[config.mk]
export PLATFORM = sky130hd
export DESIGN_NAME = bios_bus_slave_flat
export DESIGN_NICKNAME = d
export VERILOG_FILES = /design/src/rtl/bios_bus_slave_if.sv /design/src/rtl/bios_bus_slave.sv /design/src/flat_wrapper.sv
export SDC_FILE = /design/constraint.sdc
export NUM_CORES = 1
export LEC_CHECK = 0
export CAP_MARGIN = 25
export CORE_MARGIN = 10
export CORE_UTILIZATION = 33
export DETAILED_ROUTE_END_ITERATION = 10
export GPL_ROUTABILITY_DRIVEN = 0
export PLACE_DENSITY = 0.83
export SETUP_SLACK_MARGIN = 0.15
export SYNTH_ARGS = -nofsm -noshare
export SYNTH_HDL_FRONTEND = slang
export SYNTH_SLANG_ARGS = --single-unit
[constraint.sdc]
create_clock -name clock -period 2.2 [get_ports clock]
set_input_delay 0.44 -clock clock [delete_from_list [all_inputs] [get_ports clock]]
set_output_delay 0.44 -clock clock [all_outputs]
set_load 0.01 [all_outputs]
[src/rtl/bios_bus_slave_if.sv]
// Bus and ROM port bundle for the BIOS ROM slave.
// slave: the BIOS block. master: the bus master plus ROM.
interface bios_bus_slave_if;
  logic        beginTransactionIn;
  logic        endTransactionIn;
  logic        readNotWriteIn;
  logic [31:0] addressDataIn;
  logic [7:0]  burstSizeIn;
  logic [31:0] romData;
  logic [10:0] romAddress;
  logic [31:0] addressDataOut;
  logic        dataValidOut;
  logic        endTransactionOut;
  logic        busErrorOut;

  modport slave (
    input  beginTransactionIn,
    input  endTransactionIn,
    input  readNotWriteIn,
    input  addressDataIn,
    input  burstSizeIn,
    input  romData,
    output romAddress,
    output addressDataOut,
    output dataValidOut,
    output endTransactionOut,
    output busErrorOut
  );

  modport master (
    output beginTransactionIn,
    output endTransactionIn,
    output readNotWriteIn,
    output addressDataIn,
    output burstSizeIn,
    output romData,
    input  romAddress,
    input  addressDataOut,
    input  dataValidOut,
    input  endTransactionOut,
    input  busErrorOut
  );
endinterface

[src/rtl/bios_bus_slave.sv]
// Read-only 8 KiB BIOS window on the system bus.
// Serves burst reads from a ROM; writes get a bus error.
module bios_bus_slave #(
  parameter logic [31:0] BASE_ADDR = 32'hF0000000
) (
  input logic        clock,
  input logic        reset,
  bios_bus_slave_if.slave bus
);

  typedef enum logic [1:0] {
    IDLE,
    BURST,
    ENDTX,
    ERROR
  } state_t;

  state_t      state;
  logic [10:0] index;
  logic [7:0]  count;
  logic        valid;
  logic        endtx;
  logic        err;
  logic        hit;
  logic        unused_bits;

  // Byte offset within a word carries no meaning here.
  assign unused_bits = ^bus.addressDataIn[1:0];

  assign hit = bus.addressDataIn[31:13] == BASE_ADDR[31:13];

  assign bus.romAddress        = index;
  assign bus.dataValidOut      = valid;
  assign bus.endTransactionOut = endtx;
  assign bus.busErrorOut       = err;

  // Byte-swap the little-endian ROM word onto the bus; zero when idle.
  always_comb begin
    bus.addressDataOut = '0;
    if (valid) begin
      bus.addressDataOut = {bus.romData[7:0],
                            bus.romData[15:8],
                            bus.romData[23:16],
                            bus.romData[31:24]};
    end
  end

  // Transaction FSM with registered strobes and ROM index.
  always_ff @(posedge clock or posedge reset) begin
    if (reset) begin
      state <= IDLE;
      index <= '0;
      count <= '0;
      valid <= 1'b0;
      endtx <= 1'b0;
      err   <= 1'b0;
    end else begin
      unique case (state)
        IDLE: begin
          endtx <= 1'b0;
          err   <= 1'b0;
          valid <= 1'b0;
          if (bus.beginTransactionIn && hit) begin
            if (bus.readNotWriteIn) begin
              state <= BURST;
              index <= bus.addressDataIn[12:2];
              count <= bus.burstSizeIn;
              valid <= 1'b1;
            end else begin
              state <= ERROR;
              err   <= 1'b1;
            end
          end
        end
        BURST: begin
          if (bus.endTransactionIn) begin
            state <= IDLE;
            valid <= 1'b0;
          end else if (count != 8'd0) begin
            index <= index + 11'd1;
            count <= count - 8'd1;
          end else begin
            state <= ENDTX;
            valid <= 1'b0;
            endtx <= 1'b1;
          end
        end
        ENDTX: begin
          state <= IDLE;
          endtx <= 1'b0;
        end
        ERROR: begin
          state <= IDLE;
          err   <= 1'b0;
        end
        default: begin
          state <= IDLE;
          valid <= 1'b0;
          endtx <= 1'b0;
          err   <= 1'b0;
        end
      endcase
    end
  end

endmodule
[src/flat_wrapper.sv]
// flat-port wrapper written by rule: the top's interface ports become plain ports
module bios_bus_slave_flat 
#(
  parameter logic [31:0] BASE_ADDR = 32'hF0000000
)
  (clock, reset, bus_beginTransactionIn, bus_endTransactionIn, bus_readNotWriteIn, bus_addressDataIn, bus_burstSizeIn, bus_romData, bus_romAddress, bus_addressDataOut, bus_dataValidOut, bus_endTransactionOut, bus_busErrorOut);
  bios_bus_slave_if bus_i ();
  input logic clock;
  input logic reset;
  input wire logic [$bits(bus_i.beginTransactionIn)-1:0] bus_beginTransactionIn;
  input wire logic [$bits(bus_i.endTransactionIn)-1:0] bus_endTransactionIn;
  input wire logic [$bits(bus_i.readNotWriteIn)-1:0] bus_readNotWriteIn;
  input wire logic [$bits(bus_i.addressDataIn)-1:0] bus_addressDataIn;
  input wire logic [$bits(bus_i.burstSizeIn)-1:0] bus_burstSizeIn;
  input wire logic [$bits(bus_i.romData)-1:0] bus_romData;
  output wire logic [$bits(bus_i.romAddress)-1:0] bus_romAddress;
  output wire logic [$bits(bus_i.addressDataOut)-1:0] bus_addressDataOut;
  output wire logic [$bits(bus_i.dataValidOut)-1:0] bus_dataValidOut;
  output wire logic [$bits(bus_i.endTransactionOut)-1:0] bus_endTransactionOut;
  output wire logic [$bits(bus_i.busErrorOut)-1:0] bus_busErrorOut;
  assign bus_i.beginTransactionIn = bus_beginTransactionIn;
  assign bus_i.endTransactionIn = bus_endTransactionIn;
  assign bus_i.readNotWriteIn = bus_readNotWriteIn;
  assign bus_i.addressDataIn = bus_addressDataIn;
  assign bus_i.burstSizeIn = bus_burstSizeIn;
  assign bus_i.romData = bus_romData;
  assign bus_romAddress = bus_i.romAddress;
  assign bus_addressDataOut = bus_i.addressDataOut;
  assign bus_dataValidOut = bus_i.dataValidOut;
  assign bus_endTransactionOut = bus_i.endTransactionOut;
  assign bus_busErrorOut = bus_i.busErrorOut;
  bios_bus_slave #(.BASE_ADDR(BASE_ADDR)) u_core (.clock(clock), .reset(reset), .bus(bus_i));
endmodule
Yosys cells after proc, flatten, opt, wreduce, memory -nomap -nowiden
Cells that the tools add are included.
{"block": "totals", "regBits": 24, "latchBits": 0, "ram_bits": 0, "mem_bits_ro": 0, "in_bits": 77, "output_inout_bits": 46, "word_cells": 57, "mem_count": 0}
{"block": "classes", "n_addsub": 2, "multipliers": 0, "div_mod_pow": 0, "magnitude_cmp": 0, "n_eq_ne": 10, "shift": 0, "muxes": 27, "bitwise": 0, "reduce_logical": 12}
{"cell": "$mux W11", "count": 4}
{"cell": "$mux W32", "count": 1}
{"cell": "$mux W8", "count": 4}
{"cell": "$pmux W11 S2", "count": 1}
{"cell": "$eq A19 B19 Y1 const B", "count": 1}
{"cell": "$pmux W8 S2", "count": 1}
{"cell": "$add A11 B1 Y11 const B", "count": 1}
{"cell": "$mux W1", "count": 8}
{"cell": "$mux W2", "count": 4}
{"cell": "$reduce_bool A8 Y1", "count": 1}
{"cell": "$sub A8 B1 Y8 const B", "count": 1}
{"cell": "$ne A2 B2 Y1 const B", "count": 3}
{"cell": "$pmux W1 S2", "count": 3}
{"cell": "$pmux W2 S3", "count": 1}
{"cell": "$reduce_bool A2 Y1", "count": 3}
{"cell": "$reduce_and A5 Y1", "count": 1}
{"cell": "$eq A2 B2 Y1 const B", "count": 2}
{"cell": "$ne A2 B1 Y1 const B", "count": 2}
{"cell": "$reduce_and A2 Y1", "count": 2}
{"cell": "$reduce_or A2 Y1", "count": 2}
{"cell": "$ne A3 B3 Y1 const B", "count": 1}
{"cell": "$reduce_and A3 Y1", "count": 1}
{"cell": "$eq A2 B1 Y1 const B", "count": 1}
{"cell": "$logic_not A2 Y1", "count": 1}
{"cell": "$logic_and A1 B1 Y1", "count": 1}

Logic depth before layout (Yosys ltp)
{"block": "depth", "word_depth": 4, "mapped_depth": 9, "ltp_nobuf": 7}

Worst setup path after synthesis
Ideal clock, no wire load.
{"block": "synth_timing", "kind": "input to register", "start": "input bus_addressDataIn[14]", "end": "register u_core.index[3] (netlist: u_core.bus.romAddress[3])", "setup_time_ps": 126, "arrival_time_ps": 2046, "setup_slack_ps": 28, "stages": 5, "cell_sequence": "or4_4 or3_4 o21ai_4 nand2_4 a221o_1"}
{"block": "synth_between", "elab_chain_cells": 4}
{"item": "from (decl)", "line": "flat_wrapper.sv:13", "text": "input wire logic [$bits(bus_i.addressDataIn)-1:0] bus_addressDataIn;"}
{"item": "$eq A19 B19 Y1", "line": "bios_bus_slave.sv:30", "text": "assign hit = bus.addressDataIn[31:13] == BASE_ADDR[31:13];"}
{"item": "$logic_and A1 B1 Y1", "line": "bios_bus_slave.sv:63", "text": "if (bus.beginTransactionIn && hit) begin"}
{"item": "$ne A2 B1 Y1 (no source line)"}
{"item": "$reduce_and A5 Y1 (no source line)"}
{"item": "to (signal assigned)", "line": "bios_bus_slave.sv:66", "text": "index <= bus.addressDataIn[12:2];"}
{"item": "to (signal assigned)", "line": "bios_bus_slave.sv:80", "text": "index <= index + 11'd1;"}
{"item": "to (decl)", "line": "bios_bus_slave.sv:19", "text": "logic [10:0] index;"}
No other way between the ends.
A chain may end at the register's enable or synchronous reset.

Final worst setup path
{"block": "layout_timing", "start": "input bus_addressDataIn[23]", "end": "register u_core.count[3]"}
{"block": "layout_between", "elab_chain_cells": 4}
{"item": "$eq A19 B19 Y1", "line": "bios_bus_slave.sv:30"}
{"item": "$logic_and A1 B1 Y1", "line": "bios_bus_slave.sv:63"}
{"item": "$ne A2 B1 Y1 (no source line)"}
{"item": "$reduce_and A5 Y1 (no source line)"}
{"item": "to (signal assigned)", "line": "bios_bus_slave.sv:67", "text": "count <= bus.burstSizeIn;"}
{"item": "to (signal assigned)", "line": "bios_bus_slave.sv:81", "text": "count <= count - 8'd1;"}
{"item": "to (decl)", "line": "bios_bus_slave.sv:20", "text": "logic [7:0] count;"}
No other way between the ends.

==> results.sh <==
export IMPL_synthCells=222
export IMPL_clk_latency_ns=0.26
export IMPL_synth_compound_area_share_pct=25.28
export IMPL_placed_area_sq_um=3324
export IMPL_power_density_nw_per_um2=701.6
export IMPL_drc=0
export IMPL_clockRootBuffer="clkbuf_8"
export IMPL_hold_end="u_core.bus.busErrorOut"
export IMPL_dr_pass1_iters=4
export IMPL_hp_class="reg2reg"
export IMPL_die_area_sq_um=9233
export IMPL_slew_headroom_pct=76.57
export IMPL_cts_buffer_depth=2
export IMPL_fmax_mhz=471.6
export IMPL_gr_total_overflow=0
export IMPL_cp_data_arrival_time_ns=2.32
export IMPL_grt_pass1_wl_mm=11.85
export IMPL_layout_cells_most_common="clkdlybuf4s50_1"
export IMPL_min_delay_start="u_core.bus.busErrorOut"
export IMPL_cts_tree="yes"
export IMPL_holdPathStages=2
export IMPL_setup_tns_ns=0
export IMPL_yosys_area_share_adder_pct=5.239
export IMPL_slew_viol_final=0
export IMPL_irDropWorstVdd_mv=0.6852
export IMPL_reg2reg_to="u_core.count[7]"
export IMPL_post_dp_hpwl_mm=6.143
export IMPL_synthesis_nets=307
export IMPL_synth_area_leaders="dfrtp_1 31%, and2_1 10%, ha_1 5.2%"
export IMPL_synth_ff_type="dfrtp_1"
export IMPL_layout_common_cells="110 x clkdlybuf4s50_1, 32 x and2_1, 24 x dfrtp_1"
export IMPL_port_buffers=120
export IMPL_synth_top_family_by_area="simple AND/OR/NAND/NOR gates"
export IMPL_max_cap_viol_count=0
export IMPL_critPathCaptureType="flip-flop"
export IMPL_grt_setup_unrepaired="true"
export IMPL_n_antenna_cell=0
export IMPL_finalCriticalPeriod_ns=2.120
export IMPL_synth_distinct_cells=52
export IMPL_synth_simple_area_share_pct=31.24
export IMPL_cts_inserted_buffers=3
export IMPL_initial_core_util_pct=34.28
export IMPL_ff_latch_area_sq_um=600.6
export IMPL_start_kind="input port"
export IMPL_die_w_microns=96.09
export IMPL_reg2reg_from="u_core.count[2]"
export IMPL_area_delta_synth_final_pct=85.79
export IMPL_wl_per_cell_microns=18.28
export IMPL_postLayoutCoreUtil_pct=63.68
export IMPL_drtIter0Drc=234
export IMPL_cts_sinks=24
export IMPL_fp_row_count=27
export IMPL_synth_edff_count=0
export IMPL_worst_slew_pin_transition_ns=0.3488
export IMPL_grt_pass1_vias=2382
export IMPL_synth_area_sq_um=1911
export IMPL_clk_pin_slew_ns=0.09
export IMPL_synth_yosys_seq_area_share_pct=31.43
export IMPL_die_h_microns=96.09
export IMPL_multi_input_area_sq_um=1326
export IMPL_antenna_found_initial=0
export IMPL_fin_skew_ns=0.006518
export IMPL_async_flop_share_pct=100.0
export IMPL_final_area_sq_um=3550
export IMPL_ant_nets=0
export IMPL_grt_start_max_net_pins=34
export IMPL_synthXorXnorAreaFrac_pct=0
export IMPL_syn_area_per_cell_sq_um=8.606
export IMPL_io_pins=123
export IMPL_nFillCells=475
export IMPL_synth_top_area_share_pct=31.43
export IMPL_htree_levels=1
export IMPL_required_ns=2.40
export IMPL_viasPerCell=5.472
export IMPL_yosysWarnings=0
export IMPL_drive_gt1_share_pct=18.41
export IMPL_muxShareOfSynthArea_pct=1.572
export IMPL_crit_type="in2reg"
export IMPL_p_leak_uw=0.001435
export IMPL_min_period_over_period_pct=96.39
export IMPL_r2r_cells=5
export IMPL_synth_seq_cells=24
export IMPL_nets=450
export IMPL_setup_violations=0
export IMPL_via_count=2386
export IMPL_crit_fanout=7
export IMPL_fin_hold_ws_ns=0.4878
export IMPL_grt_usage_pct=15.67
export IMPL_r2r_slack_ns=0.17
export IMPL_synth_area_leader_cell="dfrtp_1"
export IMPL_status="finished clean"
export IMPL_wl_mm=7.969
export IMPL_hold_viol=0
export IMPL_coreArea_sq_um=5574
[layer usage]
| metal | vias up | wire [microns] | GRT usage [%] | part of all wire, % |
|---|---|---|---|---|
| met5 | - | 0 | 0 | 0 |
| li1 | 1117 | - | - | - |
| met4 | 0 | 91 | 3.194 | 1.1 |
| met3 | 13 | 703 | 2.724 | 8.8 |
| met1 | 1120 | 3221 | 18.55 | 40 |
| met2 | 136 | 3952 | 28.76 | 50 |
[worst max-delay path by stage]
stage                          start                  endpoint  slack [ns]  cells after the start
2_1_floorplan  bus_addressDataIn[14]  u_core.bus.romAddress[3]        0.03                      5
3_3_place_gp   bus_addressDataIn[14]           u_core.count[7]       -0.43                      6
3_5_place_dp   bus_addressDataIn[14]           u_core.count[3]       -0.49                      6
4_1_cts        bus_addressDataIn[21]           u_core.count[2]        0.13                      8
5_1_grt        bus_addressDataIn[23]           u_core.count[3]       -0.05                      8
6_report       bus_addressDataIn[23]           u_core.count[3]        0.08                      8
[critical path, stage by stage]
cell	delay [ns]
clkdlybuf4s50_1	0.43
nor4_1	0.36
nand3_1	0.13
buf_4	0.17
o21a_4	0.26
buf_6	0.13
o41ai_4	0.24
a221o_1	0.16
[final cells by class]
class,instances,share of cell area [%]
clock buffer,4,1.551
timing repair buffer,149,40.78
sequential,24,16.92
inverter,8,0.8460
tap,72,2.538
multi-input combinational,179,37.36
[cells in the mapped netlist, types with 2 or more instances]
cell type,instances
clkbuf_8,2
a21oi_1,10
nor2_1,11
inv_1,8
o22ai_1,3
clkbuf_1,6
nand2b_1,6
o21ai_0,19
mux2i_1,3
o22a_1,3
ha_1,8
or3_1,3
or4_1,2
nand4_1,6
o41ai_1,4
a31oi_1,8
nand2_1,12
a221o_1,3
o221a_2,2
and2_1,32
nand3_1,10
nor3_1,5
nor4_1,3
dfrtp_1,24
a211oi_1,2
[cell families (layout without fill, tap and decap cells)]
family | Yosys count | count (layout)
AO/OA/AOI/OAI | 67 | 67
adder cells (fa/ha/maj) | 8 | 8
buffers and inverters | 19 | 161
flip-flops | 24 | 24
multiplexers | 3 | 3
AND/OR/NAND/NOR | 101 | 101
[state kept, by name, indices dropped and copies added, names as in the netlist]
register	flops
u_core.bus.romAddress	11
u_core.count	8
u_core.state	2
u_core.bus.busErrorOut	1
u_core.bus.dataValidOut	1
u_core.bus.endTransactionOut	1
[where the power goes]
part	switching [uW]	internal, uW	total [uW]
registers	183	587	770
logic	683	733	1420
clock network	145	160	305
total	1010	1480	2490
[what timing repair did]
item	in CTS	in global routing
hold endpoints to repair	0	0
setup endpoints to repair	20	52
gates resized for setup	30	26
pin swaps	11	8
hold buffers	0	0
setup buffers	5	1
[metrics by stage]
stage                     setup WS [ns]  total power (uW)  instances
after floorplan                 0.02771              1333        222
after CTS                        0.1331              2347        435
after global routing           -0.04626              2631        436
after global placement          -0.4345              1905        426
after detailed placement        -0.4892              1941        426
final                           0.07952              2491        436
Power figures use the tool's default switching activity.
==> patch 1: new RTL, same settings <==
The 4 states of `state_t` get a one-hot encoding in 4 bits.
--- a/src/rtl/bios_bus_slave.sv
+++ b/src/rtl/bios_bus_slave.sv
@@ -9,9 +9,9 @@
 );
 
-  typedef enum logic [1:0] {
-    IDLE,
-    BURST,
-    ENDTX,
-    ERROR
+  typedef enum logic [3:0] {
+    IDLE  = 4'b0001,
+    BURST = 4'b0010,
+    ENDTX = 4'b0100,
+    ERROR = 4'b1000
   } state_t;
 
Check against the original RTL: same outputs for any inputs over 10 cycles, from zero or initial values and one cycle with reset high; not proved beyond that.
==> patch 1 against the unedited design <==
Synthesized area shrank 4.3%. Wire length shrank 7.0%. Final cell count shrank 3.2%. Count of clock-buffer cells in the layout is the same. Cell area shrank 5.9%. Sequential share of layout area grew 2.7 points. Setup slack gained 100 ps. Critical path depth shrank 5. Sequential cell count grew 2. Critical path type is now reg2out. Largest cell class unchanged.
Power is not compared: it rests on default switching activity, and its combinational part moved more than twofold at a synthesized area within 25%.
==> patch 1: results <==
outcome:
  status: "finished clean"
min_path:
  hold_path.class: "in2async"
layout:
  multi_input_area_um2: 1150
  n_all_buffers: 140
  drive_above_1_share: 0.126
  buf_share: 0.409
  clkCellAreaFrac: 0.0165
  multi_input_comb_cells: 175
  n_all_inverters: 5
  nFillCells: 487
  nNetsFinal: 431
  utilization: 0.614
clock_tree:
  clkLatencyLatePin_ps: 280
  clock_path_buffers: 2
  root_buffer: "clkbuf_8"
logic_synthesis:
  synth_cells: 219
  synth-seq-area-share: 0.356
  synth_cell_types: 43
  synth_nets: 299
  synth_commonest_cells: "33 x and2_1, 25 x dfrtp_1, 19 x nand2_1"
  synth_xor_area_frac: 0.0144
  muxShareOfSynthArea: 0.0109
  synth-compound-area-share: 0.235
  postSynthAreaPerCell_um2: 8.35
  ys_ff_latch: 26
  synth-edff-count: 0
  synthTopCellsByArea: "dfrtp_1 34%, and2_1 11%, a21oi_1 4.7%, o31ai_1 4.1%, nand2_1 3.9%"
  synth_fa_ha_area_frac: 0.0205
setup_path:
  reg2reg_from: "u_core.state[3]"
  rr_endpoint: "u_core.bus.romAddress[0]"
  crit_path_end: "bus_addressDataOut[5]"
  crit_fanout: 17
  r2r_slack_ps: 230
  startpoint: "u_core.bus.dataValidOut"
  max_stage_delay_ps: 490
  crit_arrival_ps: 1580
route:
  wl_met3_um: 394
  viasPerCell: 5.06
  met2_length_um: 3920
  drt_iter0_drc: 135
  top_layer: "met4"
  vias: 2137
  wl_met1_um: 3000
  wl_um: 7410
placed_design:
  dpl_worst_slack_ps: -207
  postPlaceCellArea_um2: 3190
  dp_hpwl_um: 5870
timing:
  relSlewSlack: 0.616
  finClkSkew_ps: 8.00
  hold_ws_ps: 522
  min_period_ps: 2020
grt:
  grtUsageMet3: 0.0278
  use_met1: 0.181
  grt_use_met2: 0.278
  grt_pass1_wl_um: 11100
  grt_usage: 0.153
  grt_max_degree: 35
power_and_ir_drop:
  vdd_ir_drop_max_uv: 427
==> patch 1: cell count changes after synthesis, sizes merged, moves of 4 or more <==
cell    unedited run  this run
a21oi             11        18
and3               1         6
ha                 8         3
nand2             13        21
nand2b             6         1
nand3             10         4
nand4              6         2
nor2              12        16
o21ai             20        11
o31ai              0        10
o41ai              4         0
or3                4         0
==> patch 1: repair_timing <==
| action | 4_1_cts | 5_1_grt |
|---|---|---|
| pin swaps | 2 | 3 |
| setup endpoints to repair | 39 | 50 |
| gates resized for setup | 3 | 16 |
| setup buffers | 0 | 5 |
| endpoints found under the hold margin | 0 | 0 |
==> patch 1: tightest hold or removal path, delay by kind of cell <==
kind | cells | cell delay (ps)
buffers and inverters | 3 | 770
==> patch 1: where the power goes <==
group / internal, mW / switching (mW) / leakage (nW)
combinational: 0.240 / 0.147 / 0.976
sequential: 0.529 / 0.0639 / 0.331
clock: 0.160 / 0.159 / 0.0288
total: 0.929 / 0.370 / 1.34
==> patch 2: new RTL, same flow settings <==
Made on the original files. Reset style: synchronous (`reset`), changed in one clocked block.
--- a/src/rtl/bios_bus_slave.sv
+++ b/src/rtl/bios_bus_slave.sv
@@ -47,5 +47,5 @@
 
   // Transaction FSM with registered strobes and ROM index.
-  always_ff @(posedge clock or posedge reset) begin
+  always_ff @(posedge clock) begin
     if (reset) begin
       state <= IDLE;
Function: differs if reset is asserted again (counterexample within 4 cycles, from zero or initial values and one cycle with reset high); with reset held inactive, the same outputs for 10 cycles.
==> patch 2 against the unedited design <==
Cell area shrank 2.4%. Sequential cell count is the same. First-iteration DRC count shrank 50%. Final cell count grew 2.5%. Synthesized area grew 0.20%. Critical path type is now in2out. Setup slack gained 110 ps. Wire length shrank 3.8%. Via count shrank 1.1%.
Power is not compared: it rests on default switching activity, and its combinational part moved more than twofold at a synthesized area within 25%.
==> patch 2: results <==
outcome:
  status: "finished clean"
logic_synthesis:
  synth-main-ff-cell: "dfxtp_1"
  synth_nets: 333
  synth_xor_area_frac: 0
  synth_cell_types: 44
  synth_fa_ha_area_frac: 0.0458
  synth_commonest_cells: "32 x and2_1, 24 x dfxtp_1, 19 x a21oi_1"
  synthTopCellsByArea: "dfxtp_1 25%, and2_1 10%, o31ai_1 5.1%, a21oi_1 5.0%, ha_1 4.6%"
  ys_async_sr_fraction: 0
  synth-compound-area-share: 0.248
  synth-seq-area-share: 0.251
  yosysWarnings: 0
  muxShareOfSynthArea: 0.0601
layout:
  largest_reg_flops: 11
  antenna_cells: 0
  nNetsFinal: 460
  drive_above_1_share: 0.125
power_and_ir_drop:
  cellLeakagePower_nw: 1.32
  vdd_ir_drop_max_uv: 371
timing:
  max_slew.worst_pin.slew_ps: 581
  min_period_ps: 2010
  finClkSkew_ps: 6.52
placed_design:
  dpl_worst_slack_ps: -211
  dp_hpwl_um: 6110
  portBuffers: 120
clock_tree:
  clock_path_buffers: 2
  h-tree-depth: 1
  cts_inserted_buffers: 3
  clkLatencyLatePin_ps: 280
  root_buffer: "clkbuf_8"
route:
  routedWlPerCell_um: 17.1
  met2_length_um: 3720
  viasPerCell: 5.28
  wl_met1_um: 2820
  wl_met3_um: 1060
  firstDrtPassIters: 4
  top_layer: "met4"
  drt_iter0_drc: 118
grt:
  grt_usage: 0.147
  first_global_vias: 2196
  grt_pass1_wl_um: 11000
  antenna_found_initial: 0
  grt_max_degree: 36
setup_path:
  crit_fanout: 1
  r2r_slack_ps: 250
  reg2reg_from: "u_core.count[2]"
  r2r_cells: 6
  crit_arrival_ps: 1570
  rr_endpoint: "u_core.bus.romAddress[7]"
  startpoint: "bus_romData[31]"
min_path:
  worstHoldStart: "u_core.bus.busErrorOut"
  min_path_cells: 2
  hold_path.class: "reg2reg"
  hold_path_end: "u_core.bus.busErrorOut"
## patch 2: cell count changes after synthesis, sizes merged, moves of 5 or more
| cell | before | now |
|---|---|---|
| inv | 8 | 13 |
| nor2b | 0 | 9 |
| o21ai | 20 | 11 |
| nand4 | 6 | 1 |
| a21oi | 11 | 19 |
| dfrtp | 24 | 0 |
| o31ai | 0 | 14 |
| dfxtp | 0 | 24 |
## patch 2: per-stage QoR
stage | hold WS (ps) | total power [mW] | utilization | instance area (um2) | std cells
6_report | 456 | 1.01 | 0.621 | 3460 | 447
5_1_grt | 501 | 1.04 | 0.621 | 3460 | 447
4_1_cts | 462 | 1.00 | 0.603 | 3360 | 445
3_5_place_dp | 449 | 0.611 | 0.584 | 3260 | 441
3_3_place_gp | 443 | 0.607 | 0.584 | 3260 | 441
2_1_floorplan | 472 | 0.471 | - | 1910 | 249
## patch 2: power by group
part / switching, mW / internal (mW)
clock network: 0.166 / 0.244
logic: 0.0417 / 0.123
registers: 0.0000617 / 0.434
## patch 2: worst max-delay path by stage
stage	to	cells after the start
after floorplan	u_core.bus.romAddress[0]	6
after global placement	u_core.bus.romAddress[0]	6
after detailed placement	u_core.bus.romAddress[0]	6
after CTS	bus_addressDataOut[11]	3
after global routing	bus_addressDataOut[27]	3
final	bus_addressDataOut[7]	3
## patch 2: worst max-delay path: stages
cell	delay [ps]
clkdlybuf4s50_1	440
and2_1	120
clkdlybuf4s50_1	560
## patch 2: cells by family (layout without fill, tap and decap cells)
| group | Yosys count | after routing |
|---|---|---|
| AO/OA/AOI/OAI | 70 | 70 |
| adder cells (fa/ha/maj) | 7 | 7 |
| buffers and inverters | 31 | 157 |
| flip-flops | 24 | 24 |
| multiplexers | 11 | 11 |
| AND/OR/NAND/NOR | 106 | 106 |
## patch 2: layer usage
metal  GRT usage  vias up
li1            -     1153
met1       0.171     1089
met2       0.262      112
met3      0.0335        5
met4      0.0405        0
met5           0        -
## patch 2: final cells by class
class                           instances  area [um2]
Clock inverter                          1        30.0
Clock buffer                            3        41.3
Tap cell                               72        90.1
Timing Repair Buffer                  140        1400
Multi-Input combinational cell        194        1370
Inverter                               13        48.8
Sequential cell                        24         480
Fill cell                             481        2110
## patch 2: repair_timing
action,in CTS,in global routing
pin swaps,6,11
gates resized for setup,13,25
setup buffers,0,2
setup endpoints to repair,13,50
